### config.mk
export PLATFORM = sky130hd
export DESIGN_NAME = huffman_symbol_loader
export DESIGN_NICKNAME = d
export VERILOG_FILES = /design/src/rtl/huffman_pkg.sv /design/src/rtl/huffman_symbol_loader.sv
export SDC_FILE = /design/constraint.sdc
export NUM_CORES = 1
export LEC_CHECK = 0
export CAP_MARGIN = 15
export CELL_PAD_IN_SITES_DETAIL_PLACEMENT = 0
export CELL_PAD_IN_SITES_GLOBAL_PLACEMENT = 1
export CORE_ASPECT_RATIO = 1.25
export CORE_MARGIN = 4
export CORE_UTILIZATION = 37
export DETAILED_ROUTE_END_ITERATION = 8
export GPL_TIMING_DRIVEN = 0
export HOLD_SLACK_MARGIN = 0.02
export PLACE_DENSITY_LB_ADDON = 0.1
export SYNTH_ARGS = -nofsm -noshare
export SYNTH_HDL_FRONTEND = slang
export SYNTH_SLANG_ARGS = --single-unit
### constraint.sdc
create_clock -name clk -period 2.4 [get_ports clk]
set_input_delay 0.48 -clock clk [delete_from_list [all_inputs] [get_ports clk]]
set_output_delay 0.48 -clock clk [all_outputs]
set_load 0.02 [all_outputs]
### src/rtl/huffman_pkg.sv
// Shared definitions for the canonical Huffman datapath: symbol buffer geometry
// and the loader state encoding used by the loader, encoder and output dump.
`timescale 1ns/1ps
package huffman_pkg;

  localparam int SYM_W     = 8;
  localparam int BUF_DEPTH = 256;
  localparam int BUF_AW    = 8;

  typedef enum logic [1:0] {
    ST_IDLE = 2'd0,
    ST_LOAD = 2'd1,
    ST_DONE = 2'd2
  } ld_state_e;

endpackage

### src/rtl/huffman_symbol_loader.sv
// Accepts a valid/ready byte stream and writes it into the external symbol RAM,
// reporting frame length and completion (in_last or buffer full) to the encoder.
`timescale 1ns/1ps
module huffman_symbol_loader
  import huffman_pkg::*;
#(
  parameter int DEPTH = BUF_DEPTH,
  parameter int AW    = BUF_AW,
  parameter int DW    = SYM_W
) (
  input  logic          clk,
  input  logic          reset,
  input  logic          start,
  input  logic          in_valid,
  input  logic [DW-1:0] in_data,
  input  logic          in_last,
  output logic          in_ready,
  output logic          wr_en,
  output logic [AW-1:0] wr_addr,
  output logic [DW-1:0] wr_data,
  output logic [AW:0]   load_len,
  output logic          done,
  output logic          busy,
  output logic          trunc
);

  localparam logic [AW:0] LAST_IDX = (AW+1)'(DEPTH - 1);
  localparam logic [AW:0] ONE      = (AW+1)'(1);

  ld_state_e     state_q;
  logic [AW:0]   cnt_q;
  logic          wr_en_q;
  logic [AW-1:0] wr_addr_q;
  logic [DW-1:0] wr_data_q;
  logic [AW:0]   load_len_q;
  logic          done_q;
  logic          trunc_q;

  logic          xfer_s;
  logic          fill_s;
  logic [AW:0]   cnt_d;

  // Handshake decode: in_ready comes from the state register alone.
  always_comb begin
    in_ready = (state_q == ST_LOAD);
    busy     = (state_q == ST_LOAD);
    xfer_s   = in_valid & (state_q == ST_LOAD);
    fill_s   = (cnt_q == LAST_IDX);
    cnt_d    = cnt_q + ONE;
  end

  // Loader FSM with registered write port and frame status.
  always_ff @(posedge clk or posedge reset) begin
    if (reset) begin
      state_q    <= ST_IDLE;
      cnt_q      <= '0;
      wr_en_q    <= 1'b0;
      wr_addr_q  <= '0;
      wr_data_q  <= '0;
      load_len_q <= '0;
      done_q     <= 1'b0;
      trunc_q    <= 1'b0;
    end else begin
      wr_en_q <= 1'b0;
      case (state_q)
        ST_IDLE, ST_DONE: begin
          // A byte offered alongside start is not consumed: in_ready is still 0.
          if (start) begin
            state_q    <= ST_LOAD;
            cnt_q      <= '0;
            load_len_q <= '0;
            done_q     <= 1'b0;
            trunc_q    <= 1'b0;
          end
        end
        ST_LOAD: begin
          if (xfer_s) begin
            wr_en_q   <= 1'b1;
            wr_addr_q <= cnt_q[AW-1:0];
            wr_data_q <= in_data;
            cnt_q     <= cnt_d;
            if (in_last || fill_s) begin
              state_q    <= ST_DONE;
              done_q     <= 1'b1;
              load_len_q <= cnt_d;
              trunc_q    <= ~in_last;
            end
          end
        end
        default: state_q <= ST_IDLE;
      endcase
    end
  end

  assign wr_en    = wr_en_q;
  assign wr_addr  = wr_addr_q;
  assign wr_data  = wr_data_q;
  assign load_len = load_len_q;
  assign done     = done_q;
  assign trunc    = trunc_q;

endmodule

==> flow_metrics.py <==
metrics = {
    "placement": {
        "placed_cells": 285,
        "io_buffer_count": 42,
        "dpl.hpwl_mm": 3.14,
        "gp_congestion": 0.820,
    },
    "flow_run": {
        "maxCapViolCount": 0,
    },
    "detailed_routing": {
        "drt-initial-drc-count": 88,
        "drc": 0,
        "vias": 1496,
        "drt-total-wl_mm": 4.45,
        "drt-pass1-iter-count": 4,
        "wl_per_cell_um": 15.2,
        "final_antenna_net_count": 0,
        "vias_per_cell": 5.11,
    },
    "die": {
        "dieArea_um2": 6110,
        "fp.dieW_um": 70.7,
        "rows": 28,
        "pin_count": 43,
        "die_y_um": 86.4,
        "start_util_pct": 38.2,
        "core_um2": 4760,
    },
    "clocking": {
        "clock_sink_count": 39,
        "root_buffer": "clkbuf_8",
        "postCtsSetupBuffers": 0,
        "cts_htree_levels": 2,
        "cts_made_buffers": 5,
        "clock_latency_ns": 0.30,
        "max-clock-path-buffers": 2,
        "path_clk_slew_ns": 0.07,
        "cts_tree": "yes",
        "hold_buffers": 0,
    },
    "pwr": {
        "p_seq_share_pct": 38.4,
        "power_switching_share_pct": 39.7,
        "powerDensity_nw_per_um2": 1070,
        "p_comb_share_pct": 44.9,
        "leakage_nw": 1.08,
        "max-vdd-ir-drop_mv": 0.555,
        "intPower_mw": 1.56,
        "power_switching_mw": 1.03,
        "p_clk_share_pct": 16.7,
    },
    "cells_and_area": {
        "drive_above_1_share_pct": 13.7,
        "diodes": 0,
        "area_delta_synth_final_pct": 32.4,
        "fin_nets": 247,
        "fin_cells": 293,
        "final_core_util_pct": 50.6,
    },
    "critical_path": {
        "crit_type": "flop to output pin",
        "cpMaxStageDelayCell": "clkdlybuf4s50_1",
        "worstPathArrival_ns": 1.76,
        "start_kind": "flop",
        "worst_setup_path_end_kind": "output pin",
        "critPathRequiredTime_ns": 1.92,
        "path_max_fanout": 9,
        "slowest_delay_ns": 0.62,
        "path_delay_family": "buffers and inverters",
        "crit_chain": "nand2b_1, buf_2, inv_4, clkdlybuf4s50_1",
        "cp.buffers_inverters": 3,
    },
    "synth": {
        "synth_area_leaders": "dfrtp_1 54%, nand2_1 9.9%, o211ai_1 4.1%",
        "yosysWarnings": 0,
        "yosysTopAreaCell": "dfrtp_1",
        "netlist_area_um2": 1820,
        "synth_cells": 183,
        "synth_ff_type": "dfrtp_1",
        "ys_ff_latch": 39,
        "synthTopCellsByCount": "48 x nand2_1, 39 x dfrtp_1, 10 x o211ai_1",
        "yosys.cell_types.count": 43,
        "yosysSeqAreaShare_pct": 53.6,
        "syn-num-nets": 198,
        "async_flop_share_pct": 100,
        "synth_top_area_share_pct": 53.6,
        "synth.avg_cell_area_um2": 9.95,
        "synth_edf_count": 0,
        "synth_most_common_cell": "nand2_1",
    },
    "timing": {
        "setup_viol": 0,
        "slew_violations": 0,
        "fin_crit_sh_pct": 93.3,
        "max_freq_mhz": 447,
        "finalCriticalPeriod_ns": 2.24,
        "clock_skew_ns": 0.00940,
        "relSlewSlack_pct": 45.7,
        "rsz0062_at_grt": "false",
        "hold_viol": 0,
        "worstMarginPinSlew_ns": 0.814,
        "setup-tns-final_ns": 0,
    },
    "global_routing": {
        "grt_pass1_vias": 1578,
        "grt_max_degree": 40,
        "grt_first_pass_wirelength_mm": 7.76,
        "overflow": 0,
        "antenna_found_initial": 0,
        "grt.total_usage_pct": 16.0,
    },
    "outcome": {
        "status": "finished clean",
    },
    "worst_hold_path": {
        "worstHoldPathType": "flop to flop",
    },
}
## stage by stage
step | power, mW | setup WS [ns] | instance area, um^2 | hold WS (ns)
5_1_grt | 2.79 | 0.0375 | 2410 | 0.517
3_5_place_dp | 2.17 | -0.0200 | 2320 | 0.467
6_report | 2.59 | 0.160 | 2410 | 0.474
3_3_place_gp | 2.16 | -0.00445 | 2320 | 0.457
4_1_cts | 2.62 | 0.00239 | 2400 | 0.480
2_1_floorplan | 1.65 | 0.444 | 1820 | 0.464
## layout by cell type, fill, tap and decap left out, types with 2 or more instances in the layout
cell type	instances
nand2b_1	3
or4_1	2
o311ai_2	2
or3_1	2
nand4_1	2
dfrtp_1	37
a21boi_0	2
clkbuf_8	5
o2111ai_1	3
inv_1	5
o211ai_1	10
nor2_1	5
nand3_1	9
nand2_1	48
dfrtp_2	2
mux2_2	3
o32ai_1	2
clkdlybuf4s50_1	41
o2bb2ai_1	2
buf_2	8
or2_2	3
o21ai_0	5
clkbuf_1	3
o31ai_1	2
## registers in the layout, indices dropped and copies added, names as in the netlist
signal,flops
state_q,2
wr_addr,8
trunc,1
load_len,9
done,1
wr_en,1
cnt_q,9
wr_data,8
## worst paths after layout
check,startpoint,endpoint,slack (ns),depth (start not counted)
max,state_q[1],busy,0.16,4
min,wr_data[7],wr_data[7],0.47,2
max reg2reg,cnt_q[0],load_len[0],0.25,7
min reg2reg,wr_data[7],wr_data[7],0.47,2
max in group asynchronous,reset,cnt_q[1],1.18,2
min in group asynchronous,reset,state_q[0],0.66,2
## repair_timing
item | in CTS | in global routing
gates resized for setup | 1 | 5
setup endpoints to repair | 3 | 4
pin swaps | 0 | 0
hold endpoints to repair | 0 | 0
gates cloned | 0 | 0
## cell families after synthesis
kind of cell / after synthesis / synth area share, %
buffers and inverters: 18 / 4.47
AOI/OAI and AO/OA: 36 / 15.7
DFF: 39 / 53.6
xor gates and xnor gates: 2 / 0.962
muxes: 5 / 3.02
adders and majority gates: 2 / 1.37
and+or+nand+nor: 81 / 20.9
## per-layer routing
layer  global-route usage [%]  routed length [um]
met1                     19.3                1860
met2                     27.4                2240
met3                     4.29                 273
met4                     5.64                  70
met5                        0                   0
## layout make-up
| cell class | count | area (um^2) |
|---|---|---|
| fill | 464 | 2350 |
| sequential | 39 | 978 |
| multi-input combinational | 126 | 768 |
| timing repair buffer | 42 | 423 |
| clock buffer | 7 | 76.3 |
| tap | 60 | 75.1 |
| buffer | 10 | 51.3 |
| inverter | 8 | 32.5 |
| clock inverter | 1 | 5.00 |
## power groups by stage
stage,Combinational (mW),Clock (mW),Sequential [mW]
2_1_floorplan,0.488,0,1.16
3_3_place_gp,1.16,0,1.00
3_5_place_dp,1.17,0,1.00
4_1_cts,1.18,0.449,0.993
5_1_grt,1.28,0.480,1.03
6_report,1.16,0.432,0.994
## tightest hold or removal path, stage by stage (launching register included)
cell and delay, ns:
dfrtp_1 0.34, nand2_1 0.05, nand2_1 0.05
Note: power is estimated with default switching activity, not from simulation.
